[src/rtl/bn_stream_mux_rr.sv]
// N:1 valid/ready stream multiplexer with internal arbitration.
// Round-robin or fixed-priority grant feeding a one-beat output register.
module bn_stream_mux_rr #(
    parameter int DATA_WIDTH = 2,
    parameter int N_CH       = 3,
    parameter int RR_MODE    = 1,
    parameter int SEL_WIDTH  = $clog2(N_CH)
) (
    input  logic                       clk,
    input  logic                       rst,
    input  logic [N_CH-1:0]            in_valid,
    input  logic [N_CH*DATA_WIDTH-1:0] in_data,
    output logic [N_CH-1:0]            in_ready,
    output logic                       out_valid,
    output logic [DATA_WIDTH-1:0]      out_data,
    output logic [SEL_WIDTH-1:0]       out_sel,
    input  logic                       out_ready
);

    logic [SEL_WIDTH-1:0]  rr_ptr;
    logic [SEL_WIDTH-1:0]  base;
    logic [N_CH-1:0]       grant;
    logic [SEL_WIDTH-1:0]  gidx;
    logic                  found;
    logic                  load;
    logic                  xfer;
    logic [DATA_WIDTH-1:0] ch_data [N_CH];

    for (genvar i = 0; i < N_CH; i++) begin : g_unpack
        assign ch_data[i] = in_data[i*DATA_WIDTH +: DATA_WIDTH];
    end

    // Output register can take a new beat when empty or being drained.
    assign load = ~out_valid | out_ready;
    assign base = (RR_MODE != 0) ? rr_ptr : '0;

    // Search channels starting at base, wrapping at N_CH-1.
    always_comb begin
        grant = '0;
        gidx  = '0;
        found = 1'b0;
        for (int k = 0; k < N_CH; k++) begin
            int                   idx;
            logic [SEL_WIDTH-1:0] sel;
            idx = int'(base) + k;
            if (idx >= N_CH) idx = idx - N_CH;
            sel = SEL_WIDTH'(idx);
            if (!found && in_valid[sel]) begin
                found      = 1'b1;
                grant[sel] = 1'b1;
                gidx       = sel;
            end
        end
    end

    // Ready only to the granted channel; nothing completes while in reset.
    assign in_ready = grant & {N_CH{load & ~rst}};
    assign xfer     = load & found;

    // Output beat register: load a granted beat or go empty.
    always_ff @(posedge clk or posedge rst) begin
        if (rst) begin
            out_valid <= 1'b0;
            out_data  <= '0;
            out_sel   <= '0;
        end else if (load) begin
            out_valid <= found;
            if (found) begin
                out_data <= ch_data[gidx];
                out_sel  <= gidx;
            end
        end
    end

    // Round-robin pointer moves just past the channel that transferred.
    always_ff @(posedge clk or posedge rst) begin
        if (rst) begin
            rr_ptr <= '0;
        end else if (RR_MODE != 0 && xfer) begin
            if (gidx == SEL_WIDTH'(N_CH - 1))
                rr_ptr <= '0;
            else
                rr_ptr <= gidx + SEL_WIDTH'(1);
        end
    end

endmodule

[config.mk]
export PLATFORM = sky130hd
export DESIGN_NAME = bn_stream_mux_rr
export DESIGN_NICKNAME = d
export VERILOG_FILES = /design/src/rtl/bn_stream_mux_rr.sv
export SDC_FILE = /design/constraint.sdc
export NUM_CORES = 1
export LEC_CHECK = 0
export ABC_AREA = 1
export BUFFER_PORTS_ARGS = -buffer_cell sky130_fd_sc_hd__buf_2
export CAP_MARGIN = 20
export CORE_MARGIN = 3
export CORE_UTILIZATION = 50
export DETAILED_ROUTE_END_ITERATION = 12
export GPL_TIMING_DRIVEN = 0
export PLACE_DENSITY = 0.77
export RECOVER_POWER = 25
export SETUP_SLACK_MARGIN = 0.4
export SLEW_MARGIN = 20
export SYNTH_ARGS = -nofsm -noshare
export SYNTH_HDL_FRONTEND = slang
export SYNTH_SLANG_ARGS = --single-unit
[constraint.sdc]
create_clock -name clk -period 2 [get_ports clk]
set_input_delay 0.2 -clock clk [delete_from_list [all_inputs] [get_ports clk]]
set_output_delay 0.2 -clock clk [all_outputs]
set_load 0.005 [all_outputs]
After elaboration in Yosys (flattened, before gate mapping)
Index checks and enable logic that the tools add are counted.
{"block": "totals", "register_bits": 7, "word_cells": 66}
{"block": "op_classes", "n_addsub": 6, "order_cmp": 10, "n_eq_ne": 1, "muxes": 28, "n_bitwise": 9, "n_reduce_logical": 8}
{"cell": "2-to-1 mux 2 bit", "n": 9}
{"cell": "< comparator 2 x 3 -> 1 bit (second input constant)", "n": 3}
{"cell": "2-to-1 mux 1 bit", "n": 9}
{"cell": "2-to-1 mux 3 bit", "n": 3}
{"cell": "binary-select mux 1 bit (select 2 bit)", "n": 3}
{"cell": "demux 1 bit (select 2 bit)", "n": 3}
{"cell": "greater-or-equal comparator 2 x 1 -> 1 bit (second input constant)", "n": 3}
{"cell": "greater-or-equal comparator 3 x 2 -> 1 bit (second input constant)", "n": 2}
{"cell": "OR 3 bit", "n": 2}
{"cell": "subtractor 2 bit (second input constant)", "n": 3}
{"cell": "logical AND 1 bit", "n": 5}
{"cell": "binary-select mux 2 bit (select 2 bit)", "n": 1}
{"cell": "adder 2 x 1 -> 3 bit (second input constant)", "n": 1}
{"cell": "adder 2 x 2 -> 3 bit (second input constant)", "n": 1}
{"cell": "AND 3 bit", "n": 1}
{"cell": "greater-or-equal comparator 3 bit (second input constant)", "n": 1}
{"cell": "inverter 2 -> 3 bit", "n": 1}
{"cell": "adder 2 x 1 -> 2 bit (second input constant)", "n": 1}
{"cell": "AND 1 bit", "n": 2}
{"cell": "equality test 2 bit (second input constant)", "n": 1}
{"cell": "greater-or-equal comparator 2 bit (second input constant)", "n": 1}
{"cell": "zero test 1 bit", "n": 2}
{"cell": "inverter 1 bit", "n": 2}
{"cell": "AND reduction 2 bit", "n": 1}
{"cell": "OR 1 bit", "n": 1}

Logic depth before layout (Yosys ltp)
{"block": "logic_depth", "ltp_word": 15, "ltp_mapped": 14, "depth_no_buf": 13}

Worst setup path before layout
Ideal clock, no wire load.
{"block": "synth_timing", "path_type": "register to register", "start": "register rr_ptr[0] (netlist: base[0])", "end": "register out_data[0]", "setup_ps": 121, "arrival_ps": 1616, "required_time_ps": 1879, "slack_ps": 263, "stages_incl_launch_ff": 14, "n_path_buf": 1, "cell_sequence": "dfrtp_1 -> inv_1 -> ha_1 -> buf_6 -> nand2_1 -> nand3_1 -> nand2_2 -> nand2_4 -> nor2_4 -> nand2_1 -> nand2_1 -> nand2_1 -> o211ai_1 -> nand2_1"}
{"block": "synth_via", "elab_chain_cells": 15, "elab_cells_between_ends": 32, "classes_between": "add/sub (5); order compare (3); mux (18); bitwise (1); reduce/logical (5)"}
{"item": "start, declared", "line": "20", "rtl": "logic [SEL_WIDTH-1:0] rr_ptr;"}
{"item": "start signal, assigned", "line": "83", "rtl": "rr_ptr <= gidx + SEL_WIDTH'(1);"}
{"item": "parallel branches: the longest is 15 deep, another holds adder 2 x 1 -> 3 bit"}
{"item": "end signal, assigned", "line": "69", "rtl": "out_data <= ch_data[gidx];"}
{"item": "end, declared", "line": "15", "rtl": "output logic [DATA_WIDTH-1:0] out_data,"}
Parallel ways; which one is timed is not known. The select of a mux whose other input is x is not followed.
A chain may end at the register's enable or synchronous reset.

Final worst setup path
{"block": "layout_timing", "start": "register rr_ptr[1] (netlist: base[1])", "end": "output port in_ready[1]"}
{"block": "layout_via", "elab_chain_cells": 12, "elab_cells_between_ends": 44, "classes_between": "add/sub (5); order compare (9); mux (20); bitwise (3); reduce/logical (7)"}
{"item": "adder 2 x 1 -> 3 bit (tied with other cells)", "line": "45", "rtl": "idx = int'(base) + k;"}
{"item": "greater-or-equal comparator 3 x 2 -> 1 bit (tied with other cells)", "line": "46", "rtl": "if (idx >= N_CH) idx = idx - N_CH;"}
{"item": "2-to-1 mux 2 bit (tied with other cells)", "line": "46"}
{"item": "< comparator 2 x 3 -> 1 bit (implied by the code) (tied with other cells)", "line": "50", "rtl": "grant[sel] = 1'b1;"}
{"item": "logical AND 1 bit (implied by the code) (tied with other cells)", "line": "50"}
{"item": "2-to-1 mux 1 bit (implied by the code) (tied with other cells)", "line": "50"}
{"item": "demux 1 bit (select 2 bit) (tied with other cells)", "line": "50"}
{"item": "OR 3 bit (no line) / 2-to-1 mux 1 bit (equally long branches)"}
{"item": "2-to-1 mux 3 bit / zero test 1 bit (equally long branches)", "line": "48", "rtl": "if (!found && in_valid[sel]) begin"}
{"item": "OR 3 bit (no line) / logical AND 1 bit (equally long branches)"}
{"item": "2-to-1 mux 3 bit (*)", "line": "48"}
{"item": "AND 3 bit (*)", "line": "57", "rtl": "assign in_ready = grant & {N_CH{load & ~rst}};"}
{"item": "end, declared", "line": "13", "rtl": "output logic [N_CH-1:0] in_ready,"}
Every way passes the cells marked *; elsewhere a longest branch is shown, timed or not. The select of a mux whose other input is x is not followed.

==> impl_results.md <==
* Die footprint at 1940 µm²
* First-pass GRT wire length at 2950 µm
* Layout cells sized above 1 at 49.3%
* Clock Tree Root: clkbuf_4
* LEAKAGE at 0.528 nW
* Hold Path Stages at 3
* Worst r2r path cells at 12
* Critical-path top delay cell: dfrtp_2
* CP startpoint kind: register
* Critical Path Most Common Cell: nand2_4
* Post-Syn Instances at 104
* Crit path from: base[1]
* Sink Count at 7
* Filler Cell Count at 100
* CTS buffer count at 3
* First DRT Iteration DRCs at 23
* Crit path capture type: output port
* GRT overflow at 0
* Total power at 0.00210 W
* RSZ-0062 raised after global routing: true
* Max Fclk at 466 MHz
* Synth cell types at 23
* DR WL/cell at 13.1 µm
* Failing checks: setup timing
* Final worst-path cycle share at 107%
* Min Tclk post-route at 2.15 ns
* Gr usage total at 21.1%
* DP HPWL at 1290 µm
* CTS tree: built
* Critical path data arrival time at 1.95 ns
* Starting density of the core at 54.2%
* Vias per Instance at 5.40
* Critical Path, Cell by Cell: ha_4, buf_8, inv_6, nand2_4, nand3_2, nand2_2, nand2_4, nor2_4, nand2_1, a31oi_1, buf_2
* Crit path kind: register to output port
* Fin nets at 153
* CORE AREA at 1330 µm²
* Via count at 816
* VDD IR-drop max at 0.00136 V
* Final setup fails at 4
* Worst R2R Start: base[0]
* Hold crit path type: input pin to register
* Worst-case clock buffer depth at 2
* CP bufs+invs at 3
* Final WL at 1970 µm
* # diodes at 0
* Vias in the first global route at 722
* Syn nets at 120
* Die X at 44.0 µm
* Initial antenna violation count at 0
* Worst skew pair latency at 0.27 ns
* Most common cell after layout, fill and taps aside: nand2_1
* Fin util at 75.6%
* Syn_area_per_cell at 6.95 µm²
* Worst-path clk slew at 0.06 ns
* Drt pass-1 iters at 4
* Slew margin rel. at 77.9%
* Area grow syn2layout at 39.4%
* Status: finished with violations
* Hold Vio Cnt, Final at 0
* Ports at 20
* Pwr dens at 2080 nW/µm²
* Delay-heaviest family, CP: simple AND/OR/NAND/NOR gates
* R2R Setup Slk at 0 ns
* Clock Skews at 0.00870 ns
* Gpl congestion at 0.811
* Register area share after synthesis at 24.2%
* Maxcap violations at 0
* CP max FO at 8
* FP Rows at 13
* Critical Path RT at 1.80 ns
* Final worst slack at -0.148 ns
* Hold Startpoint: in_data[2]
* Slew at the pin with the worst max-slew slack at 0.331 ns
* # DRC at 0
* Commonest cells after routing, fill and taps aside: nand2_1 (22), buf_2 (19), nand3_1 (11)
* Htree depth at 1
* Setup_tns at -0.291 ns
* Post-Syn Area at 723 µm²
* Final ANT Viol Nets at 0
* Synthesized flop and latch total at 7
* Hold EP: out_data[0]
* Largest net degree at the start of global routing at 10
* Chip height at 44.0 µm
* Reg2reg end: out_data[0]
* I/O Buffers at 19
* Yosys warns at 0
* Crit-path max cell delay at 0.43 ns
* Slew Limit Fails at 0
[sequential cells by signal (all words and copies together) (netlist names)]
register / flops
out_data: 2
base: 2
out_sel: 2
out_valid: 1
[synth_stat cells, drive strengths merged]
cell | count | area share (%)
a31oi | 1 | 0.87
nand2 | 35 | 23
o21ai | 6 | 4.7
ha | 4 | 6.9
a21oi | 4 | 3.3
dfrtp | 7 | 24
o211ai | 1 | 1.0
buf | 1 | 1.6
o21a | 2 | 2.1
inv | 17 | 9.2
nand3 | 16 | 13
a21boi | 1 | 2.6
nor2 | 9 | 7.1
[through the flow]
stage                     hold slack (ns)  setup WS [ns]  instance area, µm²  instances
after global placement              0.147          0.121                 852        138
after floorplan                    0.0116          0.276                 738        104
after CTS                           0.188        -0.0730                 971        149
after detailed placement            0.155         0.0552                 852        138
final                               0.197         -0.148                1010        151
after global routing                0.198         -0.218                1010        151
[worst max path at each step]
| stage | end | slack [ns] | cells after the start |
|---|---|---|---|
| 2_1_floorplan | out_data[0] | 0.28 | 14 |
| 3_3_place_gp | in_ready[2] | 0.12 | 11 |
| 3_5_place_dp | in_ready[2] | 0.06 | 12 |
| 4_1_cts | in_ready[1] | -0.07 | 11 |
| 5_1_grt | in_ready[2] | -0.22 | 11 |
| 6_report | in_ready[1] | -0.15 | 11 |
[final cells by class]
| class | count | area [µm²] | area share, % |
|---|---|---|---|
| buffer | 1 | 15.0 | 1.49 |
| clock buffer | 4 | 26.3 | 2.61 |
| inverter | 17 | 71.3 | 7.07 |
| multi-input combinational | 79 | 532 | 52.7 |
| sequential | 7 | 176 | 17.5 |
| tap | 15 | 18.8 | 1.86 |
| timing repair buffer | 28 | 169 | 16.7 |
[metal layers]
metal / vias up / track usage, % / wire (µm)
li1: 397 / - / -
met1: 388 / 23.8 / 807
met2: 23 / 34.9 / 1030
met3: 8 / 7.72 / 104
met4: 0 / 10.2 / 29
met5: - / 0 / 0
[report_power, final]
part | total [W] | internal [W] | leakage, nW | switching [W]
Sequential | 0.000259 | 0.000221 | 0.0814 | 0.0000384
Combinational | 0.00171 | 0.000717 | 0.431 | 0.000988
Clock | 0.000134 | 0.0000764 | 0.0150 | 0.0000573
[worst min-delay path, stage by stage]
cell and delay [ns]:
buf_2 0.08, o211ai_1 0.09, nand2_1 0.06
[cell families after synthesis]
group	count (synthesis)	share of synthesized area, %
buffers and inverters	18	10.7
AND/OR/NAND/NOR	60	43.6
adder cells (fa/ha/maj)	4	6.92
AO/OA/AOI/OAI	15	14.5
flip-flops	7	24.2
[timing repair]
item / CTS / global route
hold buffers: 1 / 0
gates resized for setup: 9 / 8
hold endpoints to repair: 7 / 0
setup endpoints to repair: 9 / 10
setup buffers: 6 / 2
pin swaps: 4 / 6
Note: power is estimated with default switching activity, not from simulation.
